<file path="src/rtl/demod_sched_pkg.sv">
// Shared types and constants for the demodulator scheduler.
package demod_pkg;

  typedef enum logic [1:0] {
    IDLE   = 2'd0,
    PRIME  = 2'd1,
    STREAM = 2'd2
  } sched_state_t;

  // last_served encoding: 2'b00 / 2'b01 are channel ids, CH_NONE means nothing served yet
  localparam logic [1:0] CH_NONE   = 2'b10;
  localparam int         ANGLE_MSB = 31;
  localparam int         ANGLE_LSB = 16;
  localparam int         ANGLE_W   = ANGLE_MSB - ANGLE_LSB + 1;

  function automatic logic [1:0] ch_code(input logic ch);
    return {1'b0, ch};
  endfunction

endpackage

</file>
<file path="src/rtl/demod_sched_if.sv">
// AXI-Stream style bundle used for both slave channels and the shared master stream.
interface demod_sched_if #(
  parameter int DATA_W = 32
) ();
  localparam int STRB_W = DATA_W / 8;

  logic              tvalid;
  logic              tready;
  logic              tlast;
  logic [DATA_W-1:0] tdata;
  logic [STRB_W-1:0] tstrb;
  logic [1:0]        tuser;

  modport master (output tvalid, tdata, tstrb, tlast, tuser, input tready);
  modport slave  (input tvalid, tdata, tstrb, tlast, output tready);
endinterface

</file>
<file path="src/rtl/demod_sched_rr_arb2.sv">
// Two-way round-robin arbiter: on a tie the channel not granted last wins.
module rr_arb2 (
  input  logic [1:0] req,
  input  logic       last_grant,
  output logic [1:0] gnt,
  output logic       gnt_id
);

  // grant selection
  always_comb begin
    gnt    = 2'b00;
    gnt_id = 1'b0;
    case (req)
      2'b01: begin
        gnt    = 2'b01;
        gnt_id = 1'b0;
      end
      2'b10: begin
        gnt    = 2'b10;
        gnt_id = 1'b1;
      end
      2'b11: begin
        gnt    = last_grant ? 2'b01 : 2'b10;
        gnt_id = ~last_grant;
      end
      default: begin
        gnt    = 2'b00;
        gnt_id = 1'b0;
      end
    endcase
  end

endmodule

</file>
<file path="src/rtl/demod_sched.sv">
// Time-shares one demodulator between two angle streams, switching only at packet ends.
// DEMOD_SCHED_PRIME_EN: emit a prime beat carrying the saved angle when the served channel changes.
module demod_sched
  import demod_pkg::*;
#(
  parameter int C_S00_AXIS_TDATA_WIDTH = 32,
  parameter int C_M00_AXIS_TDATA_WIDTH = 32
) (
  input  logic            s00_axis_aclk,
  input  logic            s00_axis_areset,
  demod_sched_if.slave    s00_axis,
  demod_sched_if.slave    s01_axis,
  demod_sched_if.master   m00_axis,
  output logic            busy
);

  localparam int S_STRB_W = C_S00_AXIS_TDATA_WIDTH / 8;
  localparam int M_STRB_W = C_M00_AXIS_TDATA_WIDTH / 8;

  sched_state_t state_r;
  sched_state_t state_nxt_s;
  logic         gnt_ch_r;
  logic         last_grant_r;

  logic [1:0]   req_s;
  logic [1:0]   gnt_s;
  logic         gnt_id_s;

  logic         out_free_s;
  logic         s00_ready_s;
  logic         s01_ready_s;
  logic         acc_s;
  logic         prime_load_s;
  logic         busy_s;

  logic                              sel_valid_s;
  logic                              sel_last_s;
  logic [C_S00_AXIS_TDATA_WIDTH-1:0] sel_data_s;
  logic [S_STRB_W-1:0]               sel_strb_s;

  logic                              out_valid_r;
  logic                              out_last_r;
  logic [C_M00_AXIS_TDATA_WIDTH-1:0] out_data_r;
  logic [M_STRB_W-1:0]               out_strb_r;
  logic [1:0]                        out_user_r;

`ifdef DEMOD_SCHED_PRIME_EN
  logic [1:0]         last_served_r;
  logic [ANGLE_W-1:0] saved_angle_r [2];
`endif

  assign req_s = {s01_axis.tvalid, s00_axis.tvalid};

  rr_arb2 u_arb (
    .req        (req_s),
    .last_grant (last_grant_r),
    .gnt        (gnt_s),
    .gnt_id     (gnt_id_s)
  );

  assign sel_valid_s = gnt_ch_r ? s01_axis.tvalid : s00_axis.tvalid;
  assign sel_last_s  = gnt_ch_r ? s01_axis.tlast  : s00_axis.tlast;
  assign sel_data_s  = gnt_ch_r ? s01_axis.tdata  : s00_axis.tdata;
  assign sel_strb_s  = gnt_ch_r ? s01_axis.tstrb  : s00_axis.tstrb;

  // output register can take a beat when empty or draining this cycle
  assign out_free_s = m00_axis.tready || !out_valid_r;
  assign acc_s      = sel_valid_s && (gnt_ch_r ? s01_ready_s : s00_ready_s);

  // FSM state register
  always_ff @(posedge s00_axis_aclk or posedge s00_axis_areset) begin
    if (s00_axis_areset) begin
      state_r <= IDLE;
    end else begin
      state_r <= state_nxt_s;
    end
  end

  // FSM next-state logic
  always_comb begin
    state_nxt_s = state_r;
    case (state_r)
      IDLE: begin
        if (|gnt_s) begin
`ifdef DEMOD_SCHED_PRIME_EN
          state_nxt_s = (ch_code(gnt_id_s) != last_served_r) ? PRIME : STREAM;
`else
          state_nxt_s = STREAM;
`endif
        end else begin
          state_nxt_s = IDLE;
        end
      end
      PRIME:   state_nxt_s = out_free_s ? STREAM : PRIME;
      STREAM:  state_nxt_s = (acc_s && sel_last_s) ? IDLE : STREAM;
      default: state_nxt_s = IDLE;
    endcase
  end

  // FSM outputs: slave readies, prime load strobe, busy
  always_comb begin
    s00_ready_s  = 1'b0;
    s01_ready_s  = 1'b0;
    prime_load_s = 1'b0;
    busy_s       = (state_r != IDLE);
    case (state_r)
      PRIME: begin
`ifdef DEMOD_SCHED_PRIME_EN
        prime_load_s = out_free_s;
`else
        prime_load_s = 1'b0;
`endif
      end
      STREAM: begin
        s00_ready_s = out_free_s && !gnt_ch_r;
        s01_ready_s = out_free_s &&  gnt_ch_r;
      end
      default: begin
        s00_ready_s = 1'b0;
        s01_ready_s = 1'b0;
      end
    endcase
  end

  // grant bookkeeping, latched when leaving IDLE
  always_ff @(posedge s00_axis_aclk or posedge s00_axis_areset) begin
    if (s00_axis_areset) begin
      gnt_ch_r     <= 1'b0;
      last_grant_r <= 1'b1;
    end else if (state_r == IDLE && (|gnt_s)) begin
      gnt_ch_r     <= gnt_id_s;
      last_grant_r <= gnt_id_s;
    end
  end

`ifdef DEMOD_SCHED_PRIME_EN
  // per-channel angle history and identity of the channel the demodulator last saw
  always_ff @(posedge s00_axis_aclk or posedge s00_axis_areset) begin
    if (s00_axis_areset) begin
      last_served_r  <= CH_NONE;
      saved_angle_r[0] <= {ANGLE_W{1'b0}};
      saved_angle_r[1] <= {ANGLE_W{1'b0}};
    end else begin
      if (prime_load_s) begin
        last_served_r <= ch_code(gnt_ch_r);
      end
      if (acc_s) begin
        saved_angle_r[gnt_ch_r] <= sel_data_s[ANGLE_MSB:ANGLE_LSB];
      end
    end
  end
`endif

  // master output register; a load in the same cycle as a drain keeps tvalid high
  always_ff @(posedge s00_axis_aclk or posedge s00_axis_areset) begin
    if (s00_axis_areset) begin
      out_valid_r <= 1'b0;
      out_last_r  <= 1'b0;
      out_data_r  <= {C_M00_AXIS_TDATA_WIDTH{1'b0}};
      out_strb_r  <= {M_STRB_W{1'b0}};
      out_user_r  <= 2'b00;
`ifdef DEMOD_SCHED_PRIME_EN
    end else if (prime_load_s) begin
      out_valid_r <= 1'b1;
      out_last_r  <= 1'b0;
      out_data_r  <= {saved_angle_r[gnt_ch_r], {(C_M00_AXIS_TDATA_WIDTH-ANGLE_W){1'b0}}};
      out_strb_r  <= {M_STRB_W{1'b1}};
      out_user_r  <= {1'b1, gnt_ch_r};
`endif
    end else if (acc_s) begin
      out_valid_r <= 1'b1;
      out_last_r  <= sel_last_s;
      out_data_r  <= C_M00_AXIS_TDATA_WIDTH'(sel_data_s);
      out_strb_r  <= M_STRB_W'(sel_strb_s);
      out_user_r  <= {1'b0, gnt_ch_r};
    end else if (m00_axis.tready) begin
      out_valid_r <= 1'b0;
    end
  end

  assign s00_axis.tready = s00_ready_s;
  assign s01_axis.tready = s01_ready_s;
  assign m00_axis.tvalid = out_valid_r;
  assign m00_axis.tlast  = out_last_r;
  assign m00_axis.tdata  = out_data_r;
  assign m00_axis.tstrb  = out_strb_r;
  assign m00_axis.tuser  = out_user_r;
  assign busy            = busy_s;

endmodule

</file>
<file path="src/flat_wrapper.sv">
// flat-port wrapper written by rule: the top's interface ports become plain ports
module demod_sched_flat import demod_pkg::*;
#(
  parameter int C_S00_AXIS_TDATA_WIDTH = 32,
  parameter int C_M00_AXIS_TDATA_WIDTH = 32
)
  (s00_axis_aclk, s00_axis_areset, busy, s00_axis_tvalid, s00_axis_tdata, s00_axis_tstrb, s00_axis_tlast, s00_axis_tready, s01_axis_tvalid, s01_axis_tdata, s01_axis_tstrb, s01_axis_tlast, s01_axis_tready, m00_axis_tvalid, m00_axis_tdata, m00_axis_tstrb, m00_axis_tlast, m00_axis_tuser, m00_axis_tready);
  demod_sched_if #(.DATA_W(32)) s00_axis_i ();
  demod_sched_if #(.DATA_W(32)) s01_axis_i ();
  demod_sched_if #(.DATA_W(32)) m00_axis_i ();
  input  logic s00_axis_aclk;
  input  logic s00_axis_areset;
  output logic busy;
  input wire logic [$bits(s00_axis_i.tvalid)-1:0] s00_axis_tvalid;
  input wire logic [$bits(s00_axis_i.tdata)-1:0] s00_axis_tdata;
  input wire logic [$bits(s00_axis_i.tstrb)-1:0] s00_axis_tstrb;
  input wire logic [$bits(s00_axis_i.tlast)-1:0] s00_axis_tlast;
  output wire logic [$bits(s00_axis_i.tready)-1:0] s00_axis_tready;
  input wire logic [$bits(s01_axis_i.tvalid)-1:0] s01_axis_tvalid;
  input wire logic [$bits(s01_axis_i.tdata)-1:0] s01_axis_tdata;
  input wire logic [$bits(s01_axis_i.tstrb)-1:0] s01_axis_tstrb;
  input wire logic [$bits(s01_axis_i.tlast)-1:0] s01_axis_tlast;
  output wire logic [$bits(s01_axis_i.tready)-1:0] s01_axis_tready;
  output wire logic [$bits(m00_axis_i.tvalid)-1:0] m00_axis_tvalid;
  output wire logic [$bits(m00_axis_i.tdata)-1:0] m00_axis_tdata;
  output wire logic [$bits(m00_axis_i.tstrb)-1:0] m00_axis_tstrb;
  output wire logic [$bits(m00_axis_i.tlast)-1:0] m00_axis_tlast;
  output wire logic [$bits(m00_axis_i.tuser)-1:0] m00_axis_tuser;
  input wire logic [$bits(m00_axis_i.tready)-1:0] m00_axis_tready;
  assign s00_axis_i.tvalid = s00_axis_tvalid;
  assign s00_axis_i.tdata = s00_axis_tdata;
  assign s00_axis_i.tstrb = s00_axis_tstrb;
  assign s00_axis_i.tlast = s00_axis_tlast;
  assign s00_axis_tready = s00_axis_i.tready;
  assign s01_axis_i.tvalid = s01_axis_tvalid;
  assign s01_axis_i.tdata = s01_axis_tdata;
  assign s01_axis_i.tstrb = s01_axis_tstrb;
  assign s01_axis_i.tlast = s01_axis_tlast;
  assign s01_axis_tready = s01_axis_i.tready;
  assign m00_axis_tvalid = m00_axis_i.tvalid;
  assign m00_axis_tdata = m00_axis_i.tdata;
  assign m00_axis_tstrb = m00_axis_i.tstrb;
  assign m00_axis_tlast = m00_axis_i.tlast;
  assign m00_axis_tuser = m00_axis_i.tuser;
  assign m00_axis_i.tready = m00_axis_tready;
  demod_sched #(.C_S00_AXIS_TDATA_WIDTH(C_S00_AXIS_TDATA_WIDTH), .C_M00_AXIS_TDATA_WIDTH(C_M00_AXIS_TDATA_WIDTH)) u_core (.s00_axis_aclk(s00_axis_aclk), .s00_axis_areset(s00_axis_areset), .s00_axis(s00_axis_i), .s01_axis(s01_axis_i), .m00_axis(m00_axis_i), .busy(busy));
endmodule
</file>
<file path="config.mk">
export PLATFORM = sky130hd
export DESIGN_NAME = demod_sched_flat
export DESIGN_NICKNAME = d
export VERILOG_FILES = /design/src/rtl/demod_sched_pkg.sv /design/src/rtl/demod_sched_if.sv /design/src/rtl/demod_sched_rr_arb2.sv /design/src/rtl/demod_sched.sv /design/src/flat_wrapper.sv
export SDC_FILE = /design/constraint.sdc
export NUM_CORES = 1
export LEC_CHECK = 0
export ABC_AREA = 1
export ABC_CLOCK_PERIOD_IN_PS = 1400
export CAP_MARGIN = 20
export CORE_ASPECT_RATIO = 0.75
export CORE_MARGIN = 2
export CORE_UTILIZATION = 39
export CTS_CLUSTER_SIZE = 25
export DETAILED_ROUTE_END_ITERATION = 8
export PLACE_DENSITY = 0.85
export SETUP_SLACK_MARGIN = 0.15
export SLEW_MARGIN = 20
export SYNTH_ARGS = -nofsm -noshare
export SYNTH_HDL_FRONTEND = slang
export SYNTH_SLANG_ARGS = --single-unit
</file>
<file path="constraint.sdc">
create_clock -name s00_axis_aclk -period 1.4 [get_ports s00_axis_aclk]
set_input_delay 0.21 -clock s00_axis_aclk [delete_from_list [all_inputs] [get_ports s00_axis_aclk]]
set_output_delay 0.21 -clock s00_axis_aclk [all_outputs]
set_load 0.02 [all_outputs]
</file>
==> run summary, run 1 <==
Cells after synthesis -> 243
Register share of total power -> 0.239
Antenna fix cells -> 0
Yosys warns -> 0
Max layer used -> met4
Initial antenna violation count -> 0
Overall Global Routing Usage -> 0.2374
Die ar. -> 6419 sq um
Total grt overflow -> 0
I/O pin cnt -> 122
Antenna viol nets, final -> 0
Crit end category -> flip-flop
Crit-path max FO -> 7
Vias in the first global route -> 2371
Clock buffer depth -> 2
WL/cell -> 16.33 um
Post-place instance area -> 3567 sq um
Power per cell area -> 2305 nW/um^2
Slew Limit Fails -> 0
Arr. time, crit path -> 1.65 ns
Hpwl dp -> 4447 um
Layout area overhead -> 91.91%
Synth area leader -> dfrtp_1
Clk pwr share -> 0.082
TritonCTS buffer count -> 5
Type of the most critical hold path -> input pin to asynchronous set/reset pin
Detailed Route Iter0 Violations -> 59
WL met3 -> 427 um
Net count, final -> 470
Clock Latency Late Sink -> 0.30 ns
Worst EP required -> 1.58 ns
Initial Util -> 0.4128
Synth Net Count -> 322
H-tree depth -> 2
Seq/Total Area, Yosys -> 0.4773
Max IR drop VDD -> 1457 uV
Global-route wire length before repair -> 12000 um
Sink Count -> 43
Int Power -> 5.723 mW
Fin crit period -> 1.470 ns
Commonest non-fill, non-tap cell in the layout -> clkdlybuf4s50_1
Cell area after layout -> 4332 sq um
Die H -> 69.89 um
FF-to-FF setup slack -> -0.07 ns
Average size of a mapped cell -> 9.289 sq um
Row cnt -> 23
Fmax -> 680.4 MHz
Critical path launch point type -> flip-flop
Period utilization -> 1.050
Switching Share -> 0.4268
Final Power -> 9.985 mW
1st-pass router iterations -> 4
Failing checks -> setup timing
Routability congestion estimate -> 0.7719
Pleak -> 1.945 nW
Synth top area share -> 0.4656
Status -> finished with violations
CTS tree -> done
Post-place setup slack -> -0.3530 ns
Vias per inst -> 4.949
Clock skew -> 0.009855 ns
Synth Register Bits -> 43
Final setup margin -> -0.06978 ns
Psw -> 4.262 mW
Comb pwr share -> 0.680
WL final -> 7624 um
Synthesized cell area -> 2257 sq um
Share of post-route cells with drive strength above 1 -> 0.4541
Top post-synthesis cells by area -> dfrtp_1, o21ai_2, o21ai_0
Max_cap viols -> 0
Die Wd -> 91.85 um
Final setup viols -> 34
Clock Pin Slew Worst Setup and Hold Paths -> 0.08 ns
Pin count of the biggest net entering global routing -> 31
Metal-1 WL -> 3368 um
Routed vias -> 2311
Most frequent cells in the layout -> clkdlybuf4s50_1, o21ai_2, dfrtp_1, or2_2, o21ai_0
IO Port Bufs -> 120
Post-synth cell types -> 24
Fin. Hold Viols -> 0
Crit path kind -> flip-flop to flip-flop
Clk root buf -> clkbuf_8
DRC viols -> 0
RSZ-0062 raised after global routing -> yes
Core area -> 5468 sq um
Met2 routed WL -> 3786 um
Util after Layout -> 0.7922
Worst hold slack -> 0.2583 ns
==> metal layers <==
metal	track usage	up-vias
met5	0	-
met4	0.03151	0
met3	0.05609	6
met2	0.4085	78
met1	0.3148	1122
li1	-	1105
==> path summary, 6_finish.rpt <==
path / startpoint / endpoint / cells after the start
setup / recovery: u_core.gnt_ch_r$_DFFE_PP0P_ / u_core.m00_axis.tdata[12]$_DFFE_PP0P_ / 9
hold / removal: s00_axis_areset / u_core.m00_axis.tuser[0]$_DFFE_PP0P_ / 3
setup reg to reg: u_core.gnt_ch_r$_DFFE_PP0P_ / u_core.m00_axis.tdata[12]$_DFFE_PP0P_ / 9
hold reg to reg: u_core.last_grant_r$_DFFE_PP1P_ / u_core.last_grant_r$_DFFE_PP1P_ / 2
max in group asynchronous: s00_axis_areset / u_core.last_grant_r$_DFFE_PP1P_ / 3
min in group s00_axis_aclk: u_core.last_grant_r$_DFFE_PP1P_ / u_core.last_grant_r$_DFFE_PP1P_ / 2
==> through the flow <==
stage | TNS [ns] | cells
global route | -3.533 | 467
CTS | -1.210 | 465
detailed placement | -6.370 | 435
global placement | -5.611 | 435
floorplan | 0 | 243
finish | -1.491 | 467
==> power groups by stage <==
| stage | Clock [mW] | Sequential (mW) | Combinational, mW |
|---|---|---|---|
| 4_1_cts | 0.835 | 2.29 | 6.37 |
| 2_1_floorplan | 0 | 2.90 | 2.30 |
| 6_report | 0.817 | 2.38 | 6.78 |
| 3_5_place_dp | 0 | 2.24 | 4.83 |
| 5_1_grt | 0.897 | 2.45 | 7.23 |
| 3_3_place_gp | 0 | 2.22 | 4.70 |
==> synth_stat cells (all sizes together) <==
library cell   n
nand4          1
inv            8
dfrtp         42
nor3           3
clkbuf         6
dfstp          1
nand3          3
nor2           4
conb           1
o21ai         74
buf           11
or2           36
nand2         53
==> registers in the layout (all words and copies together) (netlist names) <==
signal                  count
u_core.m00_axis.tdata      32
u_core.m00_axis.tstrb       4
u_core.state_r              2
u_core.gnt_ch_r             1
u_core.last_grant_r         1
u_core.m00_axis.tlast       1
u_core.m00_axis.tuser       1
u_core.m00_axis.tvalid      1
==> kinds of logic (layout without fill, tap and decap cells) <==
| logic type | after synthesis | after routing | share of synthesized area |
|---|---|---|---|
| other cells | 1 | 1 | 0.001661 |
| compound gates | 74 | 74 | 0.2140 |
| simple gates | 100 | 100 | 0.2328 |
| flops | 43 | 43 | 0.4773 |
| buf+inv | 25 | 174 | 0.07427 |
==> final cells by class <==
type | instances | area [sq um]
clock buffers | 7 | 86.33
clock inverters | 1 | 5.005
fillers | 364 | 1136
inverters | 8 | 32.53
multi-input cells | 175 | 1241
flip-flops and latches | 43 | 1079
well taps | 75 | 93.84
repair buffers | 158 | 1794
==> critical path, stage by stage (launching register included) <==
cell and delay [ns]:
dfrtp_2 0.51, inv_4 0.11, buf_12 0.11, nand2_4 0.05, nand2_4 0.08, nand2_8 0.09
buf_6 0.15, clkbuf_16 0.16, nand2_2 0.06, o21ai_2 0.05
==> repair_timing <==
| item | CTS | global route |
|---|---|---|
| pin swaps | 6 | 4 |
| gates cloned | 11 | 1 |
| resized for setup | 125 | 78 |
| endpoints found under the setup margin | 83 | 73 |
| buffers inserted | 11 | 1 |
| hold buffers | 0 | 0 |
No activity file was read; power rests on OpenSTA's default activity.
==> run 2, diff against run 1 <==
--- a/config.mk
+++ b/config.mk
@@ -13,6 +13,7 @@
 export CORE_UTILIZATION = 39
 export CTS_CLUSTER_SIZE = 25
 export DETAILED_ROUTE_END_ITERATION = 8
+export GPL_TIMING_DRIVEN = 0
 export PLACE_DENSITY = 0.85
 export SETUP_SLACK_MARGIN = 0.15
 export SLEW_MARGIN = 20
==> run 2 against run 1 <==
Routed wire length shrank 2.5%. Final area about the same. The run still ends with setup timing left. Count of clock-buffer cells in the layout down 1. Clock skew down 0.0039 ns. Sequential share of layout area hardly changed.
==> run summary, run 2 (synthesized netlist as in run 1, its figures left out) <==
Status -> finished with violations
Failing checks -> setup timing
Core area -> 5468 sq um
Crit end category -> flip-flop
DRC viols -> 0
Overall Global Routing Usage -> 0.2199
Die ar. -> 6419 sq um
FF-to-FF setup slack -> -0.07 ns
Most frequent cells in the layout -> clkdlybuf4s50_1, o21ai_2, dfrtp_1, dlygate4sd2_1, or2_2
Clock Latency Late Sink -> 0.30 ns
Pin count of the biggest net entering global routing -> 23
Vias per inst -> 4.893
I/O pin cnt -> 122
Antenna viol nets, final -> 0
RSZ-0062 raised after global routing -> yes
Routability congestion estimate -> 0.8041
Slew Limit Fails -> 0
H-tree depth -> 2
Fmax -> 680.4 MHz
Crit path kind -> flip-flop to flip-flop
Sink Count -> 43
Clock buffer depth -> 2
Routed vias -> 2290
Net count, final -> 473
Power per cell area -> 2257 nW/um^2
Period utilization -> 1.050
CP cell instances -> inv_4 -> buf_6 -> nand2_2 -> nand2_2 -> nand2_4 -> buf_12 -> buf_6 -> buf_12 -> nand2_2 -> o21ai_2
Final setup viols -> 23
Die Wd -> 91.85 um
Max_cap viols -> 0
Most used cell, CP -> nand2_2
TritonCTS buffer count -> 5
Clock skew -> 0.005979 ns
Initial Util -> 0.4128
Fin. Hold Viols -> 0
CTS tree -> done
Cell area after layout -> 4334 sq um
Final setup margin -> -0.06966 ns
Hpwl dp -> 4774 um
Post-place setup slack -> -0.3979 ns
Clk root buf -> clkbuf_8
Clock Pin Slew Worst Setup and Hold Paths -> 0.08 ns
Worst EP required -> 1.58 ns
Max IR drop VDD -> 1206 uV
Row cnt -> 23
Max FFs per register -> 32
Slew margin rel. -> 0.6580
Arr. time, crit path -> 1.65 ns
Placed Instances -> 439
Share of post-route cells with drive strength above 1 -> 0.4758
Detailed Route Iter0 Violations -> 50
Global-route wire length before repair -> 11120 um
1st-pass router iterations -> 4
Non-filler cells, final -> 468
Layout area overhead -> 92.02%
WL final -> 7430 um
Commonest non-fill, non-tap cell in the layout -> clkdlybuf4s50_1
Total grt overflow -> 0
Pleak -> 1.949 nW
Slowest library cell on the worst path -> dfrtp_2
Slowest stage delay, CP -> 0.46 ns
Crit-path max FO -> 5
Type of the most critical hold path -> input pin to asynchronous set/reset pin
Initial antenna violation count -> 0
Worst Tran Pin Value -> 0.5123 ns
Die H -> 69.89 um
Antenna fix cells -> 0
Vias in the first global route -> 2242
CTS Hold Buffers Added -> 0
WL/cell -> 15.88 um
Fin crit period -> 1.470 ns
IO Port Bufs -> 120
Critical path launch point type -> flip-flop
Post-place instance area -> 3590 sq um
==> run 2: cell count changes in the layout (fill, tap and decap cells not counted), moves of 4 or more <==
cell             before  now
o21ai_0              23    7
o21ai_2              41   57
dlygate4sd2_1        11   25
clkdlybuf4s15_1      15   11
buf_4                13    9
buf_6                 5    9
clkbuf_2             13    6
buf_16                9    5
buf_8                 2    7
==> run 2: report_power, final <==
group | total (mW) | internal (mW) | leakage, nW | switching [mW]
registers | 2.36 | 1.87 | 0.523 | 0.490
clock network | 0.732 | 0.333 | 0.0371 | 0.399
logic | 6.69 | 3.33 | 1.39 | 3.35
==> run 2: routing by layer <==
metal / track usage / share of wire
met2: 0.3832 / 0.49
met3: 0.04962 / 0.055
met1: 0.2789 / 0.44
met4: 0.05307 / 0.0085
met5: 0 / 0
==> run 2: area by class of cell <==
type / count / area (sq um)
sequential: 43 / 1080
tap: 75 / 93.84
fill: 358 / 1134
clock buffer: 6 / 72.57
buffer: 17 / 251.5
inverter: 8 / 32.53
multi-input combinational: 175 / 1290
timing repair buffer: 144 / 1514
==> run 2: worst max-delay path: cells and delay by family (launching register included) <==
kind	cells	cell delay, ns
compound gates	1	0.04
buf+inv	5	0.58
flops	1	0.46
simple gates	4	0.27
==> run 2: metrics by stage <==
stage                     hold slack (ns)  TNS, ns    util  power (mW)
after floorplan                    0.3442        0       -       5.197
after global placement             0.4534   -35.17  0.6515       7.092
after CTS                          0.2893  -0.9795  0.7240       8.593
after detailed placement           0.4609   -4.774  0.6565       7.224
after global routing               0.3179   -2.260  0.7927       10.35
final                              0.2778  -0.8526  0.7927       9.781
==> run 2: path summary, 6_finish.rpt <==
kind                                                 startpoint                               endpoint  depth (start not counted)
worst max-delay path                u_core.gnt_ch_r$_DFFE_PP0P_  u_core.m00_axis.tdata[13]$_DFFE_PP0P_                         10
worst min-delay path                            s00_axis_areset   u_core.m00_axis.tdata[9]$_DFFE_PP0P_                          2
worst max register to register      u_core.gnt_ch_r$_DFFE_PP0P_  u_core.m00_axis.tdata[13]$_DFFE_PP0P_                         10
worst min register to register  u_core.last_grant_r$_DFFE_PP1P_        u_core.last_grant_r$_DFFE_PP1P_                          2
max in group asynchronous                       s00_axis_areset        u_core.last_grant_r$_DFFE_PP1P_                          3
min in group s00_axis_aclk      u_core.last_grant_r$_DFFE_PP1P_        u_core.last_grant_r$_DFFE_PP1P_                          2
==> run 2: what timing repair did <==
item                                    4_1_cts  5_1_grt
endpoints found under the setup margin       82       53
resized for setup                           121      114
pin swaps                                     4       13
gates cloned                                  6        3
buffers inserted                              7        7
==> run 3, diff against run 2 <==
--- a/config.mk
+++ b/config.mk
@@ -14,7 +14,7 @@
 export CTS_CLUSTER_SIZE = 25
 export DETAILED_ROUTE_END_ITERATION = 8
 export GPL_TIMING_DRIVEN = 0
-export PLACE_DENSITY = 0.85
+export PLACE_DENSITY_LB_ADDON = 0.2
 export SETUP_SLACK_MARGIN = 0.15
 export SLEW_MARGIN = 20
 export SYNTH_ARGS = -nofsm -noshare
==> run 3 against run 2 <==
The flow still finishes with violations (setup timing). Worst setup slack better by 0.068 ns. Total power fell by 9.6%. Utilization decreased by 4.8 points. Non-clock buffer count is 6 lower. Via count fell by 5.1%. Critical path type is now flip-flop to output port. Critical endpoint is now s01_axis_tready. Largest cell class unchanged. Largest power group unchanged.
==> run summary, run 3 (synthesized netlist as in run 1, its figures left out) <==
Antenna viol nets, final -> 0
Worst hold slack -> 0.2590 ns
Routed vias -> 2173
Vias in the first global route -> 2117
Fin. Hold Viols -> 0
Comb pwr share -> 0.643
Psw -> 3.758 mW
Placed Instances -> 439
Period utilization -> 1.001
Crit path kind -> flip-flop to output port
Type of the most critical hold path -> input pin to asynchronous set/reset pin
TNS Setup -> -0.001758 ns
Register share of total power -> 0.253
Clock Latency Late Sink -> 0.29 ns
Detailed Route Iter0 Violations -> 35
Initial Util -> 0.4128
Clk pwr share -> 0.104
Max FFs per register -> 32
Worst EP required -> 1.19 ns
Crit-path max FO -> 5
Final setup viols -> 1
Util after Layout -> 0.7449
Clock Pin Slew Worst Setup and Hold Paths -> 0.08 ns
Global-route wire length before repair -> 10090 um
WL final -> 6602 um
1st-pass router iterations -> 4
Commonest non-fill, non-tap cell in the layout -> clkdlybuf4s50_1
Max_cap viols -> 0
IO Port Bufs -> 120
Most frequent cells in the layout -> clkdlybuf4s50_1, o21ai_2, dfrtp_1, or2_2
I/O pin cnt -> 122
Antenna fix cells -> 0
Vias per inst -> 4.693
Routability congestion estimate -> 0.7910
Arr. time, crit path -> 1.19 ns
Fin crit period -> 1.402 ns
Fmax -> 713.4 MHz
Post-place instance area -> 3582 sq um
Power per cell area -> 2172 nW/um^2
Non-filler cells, final -> 463
CTS tree -> done
TritonCTS buffer count -> 5
Hpwl dp -> 4590 um
Die H -> 69.89 um
Pleak -> 1.834 nW
Critical path launch point type -> flip-flop
Die ar. -> 6419 sq um
Slew Limit Fails -> 0
Die Wd -> 91.85 um
H-tree depth -> 2
Core area -> 5468 sq um
Clock buffer depth -> 2
Clk root buf -> clkbuf_8
Failing checks -> setup timing
Max IR drop VDD -> 1098 uV
Switching Share -> 0.4248
Total grt overflow -> 0
Sink Count -> 43
DRC viols -> 0
Clock skew -> 0.003558 ns
Final setup margin -> -0.001758 ns
Int Power -> 5.089 mW
Crit end category -> output port
Overall Global Routing Usage -> 0.1968
Initial antenna violation count -> 0
Share of post-route cells with drive strength above 1 -> 0.4253
Row cnt -> 23
WL/cell -> 14.26 um
Net count, final -> 467
Status -> finished with violations
Pin count of the biggest net entering global routing -> 25
Layout area overhead -> 80.43%
RSZ-0062 raised after global routing -> yes
Cell area after layout -> 4073 sq um
run 3: final timing paths:
kind | slack, ns | end | cells after the start | start
max in group asynchronous | 0.59 | u_core.last_grant_r$_DFFE_PP1P_ | 3 | s00_axis_areset
min in group s00_axis_aclk | 0.47 | u_core.last_grant_r$_DFFE_PP1P_ | 2 | u_core.last_grant_r$_DFFE_PP1P_
setup / recovery | -0.002 | s01_axis_tready | 4 | u_core.gnt_ch_r$_DFFE_PP0P_
setup reg to reg | -0.002 | u_core.m00_axis.tdata[2]$_DFFE_PP0P_ | 6 | u_core.gnt_ch_r$_DFFE_PP0P_
hold reg to reg | 0.47 | u_core.last_grant_r$_DFFE_PP1P_ | 2 | u_core.last_grant_r$_DFFE_PP1P_
hold / removal | 0.26 | u_core.m00_axis.tdata[8]$_DFFE_PP0P_ | 2 | s00_axis_areset
run 3: per-stage QoR:
| stage | total power, mW | setup slack [ns] |
|---|---|---|
| 6_report | 8.847 | -0.001758 |
| 5_1_grt | 9.429 | -0.06644 |
| 4_1_cts | 8.206 | -0.1016 |
| 3_5_place_dp | 7.182 | -0.3735 |
| 3_3_place_gp | 7.076 | -0.7297 |
| 2_1_floorplan | 5.197 | 0.1045 |
run 3: layer usage:
metal  share of wire  GRT usage  routed length, um  vias to the layer above
met5               0          0                  0                        -
met4          0.0085    0.04312                 56                        0
met3           0.080    0.05286                527                        7
met2            0.45     0.3170               2993                       90
met1            0.46     0.2676               3025                      995
li1                -          -                  -                     1081
run 3: what timing repair did:
action / 4_1_cts / 5_1_grt
endpoints found under the setup margin: 82 / 51
buffers inserted: 5 / 9
gates resized for setup: 127 / 50
hold buffers: 0 / 0
pin swaps: 9 / 4
cloned: 1 / 3
run 3: area by class of cell:
type / instances / area [sq um]
clock buffer: 6 / 72.57
sequential: 43 / 1077
tap: 75 / 93.84
multi-input combinational: 175 / 1172
buffer: 16 / 205.2
fill: 411 / 1395
inverter: 8 / 30.03
clock inverter: 1 / 30.03
timing repair buffer: 139 / 1391
run 3: critical path: stages (launching register included):
cell and delay, ns:
dfrtp_1 0.40, inv_2 0.08, buf_6 0.13, nor3_2 0.14, buf_4 0.16
run 3: power by group through the flow:
stage	Combinational (mW)	Clock (mW)	Sequential [mW]
6_report	5.69	0.920	2.23
5_1_grt	6.13	0.990	2.31
4_1_cts	5.07	0.934	2.20
3_5_place_dp	4.96	0	2.23
3_3_place_gp	4.87	0	2.21
2_1_floorplan	2.30	0	2.90
